==> src/rtl/fetch.sv <==
// Instruction fetch: PC register, in-order imem request issue, and a small {pc, insn} FIFO feeding decode.
// Optional FETCH_PERF_CNT_EN adds fetch_cnt_o / stall_cnt_o performance counters.
module fetch #(
  parameter int                DWIDTH   = 32,
  parameter int                AWIDTH   = 32,
  parameter logic [AWIDTH-1:0] BASEADDR = 32'h0100_0000,
  parameter int                DEPTH    = 2
) (
  input  logic              clk,
  input  logic              rst,
  input  logic              stall_i,
  input  logic              redirect_i,
  input  logic [AWIDTH-1:0] redirect_pc_i,
  output logic              imem_req_valid_o,
  output logic [AWIDTH-1:0] imem_req_addr_o,
  input  logic              imem_req_ready_i,
  input  logic              imem_rsp_valid_i,
  input  logic [DWIDTH-1:0] imem_rsp_data_i,
  output logic              valid_o,
  output logic [AWIDTH-1:0] pc_o,
  output logic [DWIDTH-1:0] insn_o
`ifdef FETCH_PERF_CNT_EN
  ,
  output logic [31:0]       fetch_cnt_o,
  output logic [31:0]       stall_cnt_o
`endif
);

  // Handshake: a request transfers on a cycle where imem_req_valid_o && imem_req_ready_i at posedge clk;
  // responses have no backpressure; decode takes the head when valid_o && !stall_i (and no redirect).

  localparam int PW = (DEPTH > 1) ? $clog2(DEPTH) : 1;
  localparam int CW = PW + 1;
  localparam logic [DWIDTH-1:0] NOP = DWIDTH'(32'h0000_0013);

  logic [AWIDTH-1:0] pc_q;
  logic [CW-1:0]     count_q;
  logic [CW-1:0]     outstanding_q;
  logic [CW-1:0]     drop_q;

  logic [AWIDTH-1:0] pcq_mem [DEPTH];
  logic [PW-1:0]     pcq_wr;
  logic [PW-1:0]     pcq_rd;

  logic [AWIDTH-1:0] fifo_pc   [DEPTH];
  logic [DWIDTH-1:0] fifo_insn [DEPTH];
  logic [PW-1:0]     wr_ptr;
  logic [PW-1:0]     rd_ptr;

  logic accept;
  logic rsp;
  logic discard;
  logic push;
  logic pop;
  logic [CW:0] occupancy;
  logic [1:0]  unused_redirect_lsb;

  assign unused_redirect_lsb = redirect_pc_i[1:0];

  always_comb begin
    occupancy        = {1'b0, count_q} + {1'b0, outstanding_q};
    imem_req_valid_o = !rst && !redirect_i && (occupancy < (CW+1)'(DEPTH));
    imem_req_addr_o  = pc_q;
    accept           = imem_req_valid_o && imem_req_ready_i;
    rsp              = imem_rsp_valid_i;
    discard          = rsp && (drop_q != '0);
    push             = rsp && (drop_q == '0) && !redirect_i;
    valid_o          = !rst && (count_q != '0);
    pop              = valid_o && !stall_i && !redirect_i;
    pc_o             = BASEADDR;
    insn_o           = NOP;
    if (valid_o) begin
      pc_o   = fifo_pc[rd_ptr];
      insn_o = fifo_insn[rd_ptr];
    end else if (!rst) begin
      pc_o   = pc_q;
    end
  end

  always_ff @(posedge clk) begin
    if (rst) begin
      pc_q          <= BASEADDR;
      count_q       <= '0;
      outstanding_q <= '0;
      drop_q        <= '0;
      pcq_wr        <= '0;
      pcq_rd        <= '0;
      wr_ptr        <= '0;
      rd_ptr        <= '0;
    end else begin
      outstanding_q <= outstanding_q + CW'(accept) - CW'(rsp);
      if (accept) pcq_wr <= pcq_wr + 1'b1;
      if (rsp)    pcq_rd <= pcq_rd + 1'b1;
      if (redirect_i) begin
        // Everything still in flight after this cycle belongs to the old stream.
        pc_q    <= {redirect_pc_i[AWIDTH-1:2], 2'b00};
        count_q <= '0;
        wr_ptr  <= '0;
        rd_ptr  <= '0;
        drop_q  <= outstanding_q - CW'(rsp);
      end else begin
        if (accept) pc_q <= pc_q + AWIDTH'(4);
        drop_q  <= drop_q - CW'(discard);
        if (push) wr_ptr <= wr_ptr + 1'b1;
        if (pop)  rd_ptr <= rd_ptr + 1'b1;
        count_q <= count_q + CW'(push) - CW'(pop);
      end
    end
  end

  always_ff @(posedge clk) begin
    if (accept) pcq_mem[pcq_wr] <= pc_q;
    if (push) begin
      fifo_pc[wr_ptr]   <= pcq_mem[pcq_rd];
      fifo_insn[wr_ptr] <= imem_rsp_data_i;
    end
  end

`ifdef FETCH_PERF_CNT_EN
  always_ff @(posedge clk) begin
    if (rst) begin
      fetch_cnt_o <= '0;
      stall_cnt_o <= '0;
    end else begin
      if (pop)                fetch_cnt_o <= fetch_cnt_o + 32'd1;
      if (valid_o && stall_i) stall_cnt_o <= stall_cnt_o + 32'd1;
    end
  end
`endif

  assert property (@(posedge clk) disable iff (rst) !(push && (count_q == CW'(DEPTH))));

endmodule
==> config.mk <==
export PLATFORM = sky130hd
export DESIGN_NAME = fetch
export DESIGN_NICKNAME = d
export VERILOG_FILES = /design/src/rtl/fetch.sv
export SDC_FILE = /design/constraint.sdc
export NUM_CORES = 1
export LEC_CHECK = 0
export BUFFER_PORTS_ARGS = -buffer_cell sky130_fd_sc_hd__buf_4
export CAP_MARGIN = 20
export CORE_UTILIZATION = 45
export DETAILED_ROUTE_END_ITERATION = 16
export GPL_TIMING_DRIVEN = 0
export MAX_ROUTING_LAYER = met4
export PLACE_DENSITY = 0.7
export SYNTH_ARGS = -nofsm -noshare
export SYNTH_HDL_FRONTEND = slang
export SYNTH_SLANG_ARGS = --single-unit
==> constraint.sdc <==
create_clock -name clk -period 3.4 [get_ports clk]
set_input_delay 0.17 -clock clk [delete_from_list [all_inputs] [get_ports clk]]
set_output_delay 0.17 -clock clk [all_outputs]
set_load 0.01 [all_outputs]
==> impl_results.md, run 1 <==
* Status: finished, final reports clean
* Slew Viols, Final at 0
* Largest net degree at the start of global routing at 50
* Dominant cells by area after synthesis: edfxtp_1, dfxtp_1, mux2i_1
* Comb pwr share at 9.7%
* Crit share post-route at 91.1%
* CP peak stage delay at 450 ps
* R2r worst-path depth at 9
* Crit end category: flop
* Dpl cells at 1119
* Int Power at roughly 5000 µW
* Psw at 1390 µW
* Hold path depth at 4
* P&R area growth vs syn at 31.8%
* Initial Util at 46.2%
* Net Sw Frac at between 20% and 30%
* Synth top area share at 58.5%
* CP max FO at 21
* Top_reg_cell synth: edfxtp_1
* # fillers at 1661
* Post-CTS Setup Inserts at 0
* WHS at 22.1 ps
* Worst skew pair latency at 510 ps
* Syn_area_per_cell at about 14 µm²
* Sequential fraction of design power at around half
* Crit Path Class: flop to flop
* Syn Std Cell Area at approximately 9400 µm²
* Starting DRC count in detailed routing at 456
* DRC at 0
* CTS clock-pin slew for the worst setup and hold paths at 70 ps
* CTS Buf Count at 23
* Slowest library cell on the worst path: fa_1
* List of most frequent post-synthesis cells: edfxtp_1, nor2_1, mux2i_1, nand2_1, dfxtp_1
* Clk buf depth at 3
* Share of cells above drive strength 1 at a little over a quarter
* Total wire length at 22500 µm
* Total gr overflow at 0
* CTS tree: built
* Slew HR at a little over two fifths
* Max-cap viol count at 0
* H-tree depth at 1
* Via count at 6310
* Critical path arrival at approximately 3300 ps
* Final min period at 3100 ps
* Non-Filler Instances at 1218
* Cell Rows at 52
* Fin. Hold Viols at 0
* Largest area contributor in the netlist: edfxtp_1
* Gr usage total at 21.6%
* DRT antenna net count at 0
* Synth cell types at 48
* GPL Wtd Cong at about 0.87
* Diode count at 0
* # setup viols final at 0
* Dpl cell area at roughly 11000 µm²
* Crit path top cell by count: nor2_4
* Vias in the first global route at 6230
* Vias per inst at 5.18
* Port bufs at 160
* Die area at 21600 µm²
* Register area share after synthesis at 67.4%
* DRT Pass-1 Iters at 5
* Initial antenna violation count at 0
* Die W at 147 µm
* RSZ-0062 raised after global routing: false
* Synth Warn # at 0
* Core Region at 20400 µm²
* Least-Margin Pin Slew at a little under 900 ps
* Final Skew at 17.8 ps
* Design Area, Final at 12400 µm²
* #FFs+latches synth at 226
* Post-CTS sizing at 0
* Worst Path Required at about 3600 ps
* Syn Inst Count at 682
* WL per Instance at 18.4 µm
* Hold Path Class: primary input to flop
* CTS root buf: clkbuf_16
* Post-synth EDFFs at ~180
* Worst-case vdd ir drop at 0.000295 V
* Crit path launch type: flop
* Crit-path cells: and2_1, fa_1, or3b_1, buf_6, nor2_4, inv_2, clkbuf_1, nor2_4, buf_16
* Ys async rst share at 0%
* Top-count cell post-synth: edfxtp_1
* Detailed placement HPWL at around 15000 µm
* Clk sinks at 226
* Power Dens Cells at around 500 nW/µm²
* Hold_buf cts at 58
* Die height at 147 µm
* Io pins at 168
* Fmax at 0.323 GHz
* Fin nets at 1010
* First-pass GRT wire length at ~35000 µm
* Clock power frac at 40.0%
* Leak Pwr at 0.00444 µW
per-stage QoR:
stage	power (µW)	setup TNS [ps]	worst slack (ps)	util [%]
6_report	6370	0	302	60.9
5_1_grt	6590	0	173	60.9
4_1_cts	6410	0	315	60.9
3_5_place_dp	3820	0	314	54.4
3_3_place_gp	3800	-78670	-665	53.8
2_1_floorplan	3540	0	306	-
area by class of cell:
| class | count | area, µm² | area share [%] |
|---|---|---|---|
| clock inverters | 10 | 153 | 1.23 |
| well taps | 270 | 338 | 2.71 |
| multi-input cells | 407 | 2820 | 22.7 |
| flip-flops and latches | 226 | 6370 | 51.2 |
| clock buffers | 31 | 606 | 4.87 |
| inverters | 11 | 41.3 | 0.332 |
| plain buffers | 41 | 245 | 1.97 |
| repair buffers | 222 | 1880 | 15.1 |
power groups by stage:
stage | combinational, µW | sequential [µW] | clock (µW)
5_1_grt | 669 | 3220 | 2710
3_5_place_dp | 561 | 3260 | 0
4_1_cts | 620 | 3200 | 2590
6_report | 617 | 3200 | 2550
2_1_floorplan | 297 | 3250 | 0
3_3_place_gp | 535 | 3260 | 0
cells in the final DEF, fill, tap and decap left out, types with 7 or more instances in the layout:
cell type and instances:
xnor2_1 25, dlygate4sd3_1 58, mux2_2 31, nor2_1 63, nor3_1 12, mux2i_1 64
edfxtp_1 184, xor2_1 8, clkbuf_1 36, nand2_1 52, and2_1 10, clkbuf_16 23
o21ai_0 34, dfxtp_1 42, a21oi_1 10, nor4_1 9, nand3_1 7, inv_1 10
nand4_1 11, buf_4 164, ha_1 7, a211oi_1 15
worst paths after layout:
| kind | start | to | slack [ps] |
|---|---|---|---|
| max reg2reg | count_q[0] | pcq_mem[0][8] | 300 |
| min reg2reg | rd_ptr | rd_ptr | 540 |
| min | redirect_pc_i[10] | imem_req_addr_o[10] | 20 |
| max | count_q[0] | pcq_mem[0][8] | 300 |
state kept, by name, summed over array words and instances, names as in the netlist, named ones only:
register and count:
fifo_insn 64, fifo_pc 60, pcq_mem 60, imem_req_addr_o 30
count_q 2, drop_q 2, outstanding_q 2, pcq_rd 1
pcq_wr 1, rd_ptr 1, wr_ptr 1
layer usage:
| metal | routed length (µm) | track usage (%) | share of wire, % | vias to the layer above |
|---|---|---|---|---|
| met5 | 0 | - | 0 | - |
| met1 | 9790 | 29.3 | 44 | 3002 |
| met3 | 1630 | 3.48 | 7.3 | 40 |
| met4 | 510 | 5.00 | 2.3 | 0 |
| li1 | - | - | - | 3012 |
| met2 | 10500 | 34.2 | 47 | 256 |
cells by family after synthesis:
group | share of synthesized area (%)
mux | 10.5
simple gates | 10.1
flops | 67.4
xor+xnor | 3.06
other cells | 0.0397
compound gates | 4.69
fa+ha+maj | 1.14
buf+inv | 3.03
critical path: cells and delay by family (launching register included):
| family | cells | cell delay [ps] |
|---|---|---|
| buffers and inverters | 4 | 750 |
| flip-flops | 1 | 410 |
| AND/OR/NAND/NOR | 4 | 1170 |
| adder cells (fa/ha/maj) | 1 | 450 |
(Power assumes the default switching activity.)
==> inputs of run 2 (changes only) <==
--- a/config.mk
+++ b/config.mk
@@ -7,11 +7,13 @@
 export LEC_CHECK = 0
 export BUFFER_PORTS_ARGS = -buffer_cell sky130_fd_sc_hd__buf_4
 export CAP_MARGIN = 20
-export CORE_UTILIZATION = 45
+export CELL_PAD_IN_SITES_DETAIL_PLACEMENT = 0
+export CELL_PAD_IN_SITES_GLOBAL_PLACEMENT = 1
+export CORE_UTILIZATION = 41
 export DETAILED_ROUTE_END_ITERATION = 16
 export GPL_TIMING_DRIVEN = 0
 export MAX_ROUTING_LAYER = met4
-export PLACE_DENSITY = 0.7
+export PLACE_DENSITY = 0.77
 export SYNTH_ARGS = -nofsm -noshare
 export SYNTH_HDL_FRONTEND = slang
 export SYNTH_SLANG_ARGS = --single-unit
==> impl_results.md, run 2 (synthesized netlist as in run 1, its figures left out) <==
* Max reg flops at 64 (unchanged)
* Hold Path Class: primary input to flop (unchanged)
* Core Region at 22600 µm² (was 20400 µm²)
* DRT antenna net count at 0 (unchanged)
* Post-CTS Setup Inserts at 0 (unchanged)
* Power Dens Cells at 508 nW/µm² (was 512 nW/µm²)
* Via count at 6354 (was 6310)
* Fin nets at 1012 (was 1010)
* DRC at 0 (unchanged)
* CTS clock-pin slew for the worst setup and hold paths at 60 ps (was 70 ps)
* CP peak stage delay at 660 ps (was 450 ps)
* Share of cells above drive strength 1 at 27.0% (was 26.8%)
* Final min period at 3020 ps (was 3100 ps)
* Non-Filler Instances at 1238 (was 1218)
* Crit path launch type: flop (unchanged)
* Slew Viols, Final at 0 (unchanged)
* Slew HR at 44.1% (was 41.9%)
* Top Family by Delay on Critical Path: simple AND/OR/NAND/NOR gates (unchanged)
* Detailed placement HPWL at 15600 µm (was 15000 µm)
* P&R area growth vs syn at 32.0% (was 31.8%)
* Gr usage total at 20.2% (was 21.6%)
* Critical path depth in cells at 7 (was 9)
* RSZ-0062 raised after global routing: false (unchanged)
* WL per Instance at 18.8 µm (was 18.4 µm)
* Cell Rows at 55 (was 52)
* Vias per inst at 5.13 (was 5.18)
* Crit path from: count_q[0] (unchanged)
* CTS root buf: clkbuf_16 (unchanged)
* Clk sinks at 226 (unchanged)
* Crit share post-route at 88.9% (was 91.1%)
* DRT Pass-1 Iters at 4 (was 5)
* Most flop-heavy register: fifo_insn (unchanged)
* R2r worst-path depth at 7 (was 9)
* Die height at 154 µm (was 147 µm)
* Critical R2R Capture: imem_req_addr_o[24] (was pcq_mem[0][8])
* CP Buf/Inv Count at 0 (was 4)
* Fin. Hold Viols at 0 (unchanged)
* Final Skew at 15.9 ps (was 17.8 ps)
* Initial Util at 41.7% (was 46.2%)
* Critical path arrival at 3460 ps (was 3300 ps)
* Worst-case vdd ir drop at 0.000361 V (was 0.000295 V)
* Fmax at 0.331 GHz (was 0.323 GHz)
* # setup viols final at 0 (unchanged)
* Total wire length at 23300 µm (was 22500 µm)
* Die W at 154 µm (was 147 µm)
* First-pass GRT wire length at 35400 µm (was 34800 µm)
* Initial antenna violation count at 0 (unchanged)
* H-tree depth at 1 (unchanged)
* Most common cell after layout, fill and taps aside: edfxtp_1 (unchanged)
* Clk buf depth at 3 (unchanged)
* # fillers at 1908 (was 1661)
* Worst r2r src: count_q[0] (unchanged)
* Die area at 23600 µm² (was 21600 µm²)
* Vias in the first global route at 6162 (was 6230)
* Worst reg-to-reg setup slack at 380 ps (was 300 ps)
* Crit-path cells: and2_1, fa_1, nor3b_2, nand4_1, nor4_1, nor4_1, a211oi_1 (was and2_1, fa_1, or3b_1, buf_6, nor2_4, inv_2, clkbuf_1, nor2_4, buf_16)
* GPL Wtd Cong at 0.850 (was 0.867)
* Crit Path Class: flop to flop (unchanged)
* Diode count at 0 (unchanged)
* Starting DRC count in detailed routing at 406 (was 456)
* Worst skew pair latency at 520 ps (was 510 ps)
* Least-Margin Pin Slew at 839 ps (was 872 ps)
* Dpl cells at 1134 (was 1119)
* Slowest library cell on the worst path: nor3b_2 (was fa_1)
* Setup crit end: imem_req_addr_o[24] (was pcq_mem[0][8])
* Max-cap viol count at 0 (unchanged)
* Worst Path Required at 3830 ps (was 3600 ps)
* Largest net degree at the start of global routing at 49 (was 50)
* Leak Pwr at 0.00445 µW (was 0.00444 µW)
* Status: finished, final reports clean (unchanged)
* Io pins at 168 (unchanged)
* Total gr overflow at 0 (unchanged)
* CP max FO at 10 (was 21)
* Crit path top cell by count: nor4_1 (was nor2_4)
* Most frequent cells in the layout: edfxtp_1, buf_4, mux2i_1, nor2_1, dlygate4sd3_1 (unchanged)
* Post-CTS sizing at 0 (unchanged)
* Port bufs at 160 (unchanged)
* CTS tree: built (unchanged)
* Top flop regs: fifo_insn (64), fifo_pc (60), pcq_mem (60) (unchanged)
* CTS Buf Count at 25 (was 23)
* Total power at 6330 µW (was 6370 µW)
* Crit end category: flop (unchanged)
[run 2: worst min-delay path by stage]
stage,cells after the start,start,endpoint,slack (ps)
2_1_floorplan,0,imem_rsp_data_i[0],fifo_insn[0][0],270
3_3_place_gp,1,imem_rsp_data_i[26],fifo_insn[1][26],360
3_5_place_dp,1,imem_rsp_data_i[13],fifo_insn[1][13],360
4_1_cts,3,redirect_pc_i[3],imem_req_addr_o[3],3
5_1_grt,3,redirect_pc_i[3],imem_req_addr_o[3],4
6_report,3,redirect_pc_i[3],imem_req_addr_o[3],10
[run 2: what timing repair did]
action | in CTS | in global routing
hold endpoints to repair | 91 | 0
hold buffers | 58 | 0
endpoints found under the setup margin | 0 | 0
[run 2: metal layers]
metal	track usage (%)	share of wire (%)
met1	27.6	45
met2	31.5	46
met3	3.04	6.8
met4	5.48	2.4
met5	-	0
[run 2: through the flow]
stage | hold WS (ps) | TNS, ps | setup slack (ps) | util (%) | cell area (µm²)
2_1_floorplan | 269 | 0 | 306 | - | 9460
3_3_place_gp | 355 | -89880 | -736 | 48.7 | 11000
3_5_place_dp | 358 | 0 | 399 | 49.1 | 11100
4_1_cts | 2.92 | 0 | 397 | 55.1 | 12500
5_1_grt | 3.93 | 0 | 211 | 55.1 | 12500
6_report | 13.6 | 0 | 378 | 55.1 | 12500
[run 2: area by class of cell]
| class | instances | area, µm² | share of cell area, % |
|---|---|---|---|
| flip-flops and latches | 226 | 6370 | 51.1 |
| multi-input cells | 407 | 2820 | 22.6 |
| repair buffers | 222 | 1880 | 15.1 |
| clock buffers | 34 | 679 | 5.45 |
| well taps | 285 | 357 | 2.86 |
| plain buffers | 41 | 245 | 1.97 |
| clock inverters | 12 | 81.3 | 0.652 |
| inverters | 11 | 41.3 | 0.331 |
[run 2: tightest hold or removal path: cells and delay by family]
kind / cells / cell delay, ps
AOI/OAI and AO/OA: 1 / 70
and+or+nand+nor: 1 / 120
buffers and inverters: 1 / 120
[run 2: report_power, final]
part | internal (µW) | switching [µW] | total, µW
sequential | 3120 | 89.4 | 3210
combinational | 308 | 310 | 618
clock | 1470 | 1040 | 2510
==> inputs of run 3 (changes only) <==
--- a/config.mk
+++ b/config.mk
@@ -6,12 +6,13 @@
 export NUM_CORES = 1
 export LEC_CHECK = 0
 export BUFFER_PORTS_ARGS = -buffer_cell sky130_fd_sc_hd__buf_4
-export CAP_MARGIN = 20
+export CAP_MARGIN = 30
 export CELL_PAD_IN_SITES_DETAIL_PLACEMENT = 0
 export CELL_PAD_IN_SITES_GLOBAL_PLACEMENT = 1
 export CORE_UTILIZATION = 41
 export DETAILED_ROUTE_END_ITERATION = 16
 export GPL_TIMING_DRIVEN = 0
+export HOLD_SLACK_MARGIN = 0.05
 export MAX_ROUTING_LAYER = met4
 export PLACE_DENSITY = 0.77
 export SYNTH_ARGS = -nofsm -noshare
==> impl_results.md, run 3 (synthesized netlist as in run 1, its figures left out) <==
* Slew Viols, Final at 0 (unchanged)
* Post-CTS Setup Inserts at 0 (unchanged)
* Diode count at 0 (unchanged)
* DRC at 0 (unchanged)
* Total wire length at 23300 µm (about the same)
* Die height at 154 µm (unchanged)
* DRT Pass-1 Iters at 7 (was 4)
* P&R area growth vs syn at 33.7% (was 32.0%)
* Detailed placement HPWL at 15600 µm (about the same)
* Most flop-heavy register: fifo_insn (unchanged)
* Die W at 154 µm (unchanged)
* Worst Path Required at 3780 ps (was 3830 ps)
* Fin nets at 1019 (was 1012)
* Sequential cell area at 6370 µm² (unchanged)
* H-tree depth at 1 (unchanged)
* Max-cap viol count at 0 (unchanged)
* CP max FO at 10 (unchanged)
* Final Skew at 27.6 ps (was 15.9 ps)
* Vias in the first global route at 6258 (was 6162)
* Footprint of the multi-input gates at 2830 µm² (was 2820 µm²)
* Status: finished, final reports clean (unchanged)
* DRT antenna net count at 0 (unchanged)
* Power Dens Cells at 519 nW/µm² (was 508 nW/µm²)
* Slew HR at 42.8% (was 44.1%)
* Total negative setup slack at 0 ps (unchanged)
* CTS clock-pin slew for the worst setup and hold paths at 60 ps (about the same)
* Port bufs at 160 (unchanged)
* First-pass GRT wire length at 35700 µm (was 35400 µm)
* WL per Instance at 18.8 µm (about the same)
* Starting DRC count in detailed routing at 435 (was 406)
* Most frequent cells in the layout: edfxtp_1, buf_4, dlygate4sd3_1, mux2i_1, nor2_1 (was edfxtp_1, buf_4, mux2i_1, nor2_1, dlygate4sd3_1)
* Crit end category: flop (unchanged)
* # setup viols final at 0 (unchanged)
* Share of cells above drive strength 1 at 27.2% (was 27.0%)
* CTS Buf Count at 24 (was 25)
* Clk buf depth at 3 (unchanged)
* Initial Util at 41.7% (unchanged)
* Critical path arrival at 3450 ps (was 3460 ps)
* Max reg flops at 64 (unchanged)
* Via count at 6322 (was 6354)
* Worst-case vdd ir drop at 0.000295 V (was 0.000361 V)
* RSZ-0062 raised after global routing: false (unchanged)
* Cell Rows at 55 (unchanged)
* Vias per inst at 5.08 (was 5.13)
* Leak Pwr at 0.00452 µW (was 0.00445 µW)
* Gr usage total at 20.3% (was 20.2%)
* Setup WS pre-CTS at 401 ps (was 399 ps)
* CTS tree: built (unchanged)
* Crit share post-route at 90.1% (was 88.9%)
* Io pins at 168 (unchanged)
* Largest net degree at the start of global routing at 49 (unchanged)
* Total gr overflow at 0 (unchanged)
* Worst skew pair latency at 530 ps (was 520 ps)
* Top flop regs: fifo_insn (64), fifo_pc (60), pcq_mem (60) (unchanged)
* Core Region at 22600 µm² (unchanged)
* Fmax at 0.326 GHz (was 0.331 GHz)
* Final min period at 3060 ps (was 3020 ps)
* Least-Margin Pin Slew at 858 ps (was 839 ps)
* Most common cell after layout, fill and taps aside: edfxtp_1 (unchanged)
* Fin. Hold Viols at 0 (unchanged)
* Crit Path Class: flop to flop (unchanged)
* GPL Wtd Cong at 0.850 (unchanged)
* Setup WS post-layout at 335 ps (was 378 ps)
* CTS root buf: clkbuf_16 (unchanged)
* # fillers at 1881 (was 1908)
* Die area at 23600 µm² (unchanged)
* Crit path launch type: flop (unchanged)
* Clk sinks at 226 (unchanged)
* Hold Path Class: primary input to flop (unchanged)
* Initial antenna violation count at 0 (unchanged)
==> run 3: area by class of cell <==
cell class | instances | share of cell area [%]
sequential | 226 | 50.4
timing repair buffer | 230 | 15.5
buffer | 41 | 1.94
multi-input combinational | 407 | 22.4
inverter | 11 | 0.327
clock inverter | 11 | 1.33
clock buffer | 33 | 5.26
tap | 285 | 2.82
==> run 3: final timing paths <==
path                     start             endpoint  slack (ps)  cells past startpoint
min reg2reg             pcq_rd                 flop         520                      2
max reg2reg         count_q[0]     outstanding_q[1]         340                     12
max                 count_q[0]     outstanding_q[1]         340                     12
min          redirect_pc_i[28]  imem_req_addr_o[28]          80                      4
==> run 3: repair_timing <==
item                       in CTS  in global routing
hold buffers                   66                  0
resized for setup               0                  1
setup endpoints to repair       0                  1
hold endpoints to repair       97                  0
==> run 3: where the power goes <==
part | switching [µW] | internal [µW] | total [µW]
clock network | 1050 | 1670 | 2720
registers | 88.6 | 3120 | 3210
logic | 314 | 316 | 630
total | 1450 | 5110 | 6560
==> run 3: critical path, cell delays in order (launching register included) <==
cell and delay [ps]:
dfxtp_1 410, and2_1 170, fa_1 490, or3b_1 420, buf_6 170, nor2_4 160, inv_2 80, clkbuf_1 260
ha_1 360, inv_1 40, ha_1 170, xnor2_1 160, nor2_1 50
==> run 3: metal layers <==
layer	global-route usage (%)	vias to the layer above	wire length [µm]
met4	6.00	0	536
met3	3.33	35	1520
met5	-	-	0
met2	31.7	238	10800
met1	27.3	3030	10500
li1	-	3019	-
==> run 3: stage by stage <==
step	utilization [%]	hold slack, ps	instances	instance area [µm²]	power [µW]
3_3_place_gp	48.7	355	1130	11000	3810
3_5_place_dp	49.1	358	1134	11100	3830
2_1_floorplan	-	269	685	9460	3540
5_1_grt	55.8	78.8	1244	12600	6780
4_1_cts	55.7	55.0	1244	12600	6610
6_report	55.8	83.9	1244	12600	6560
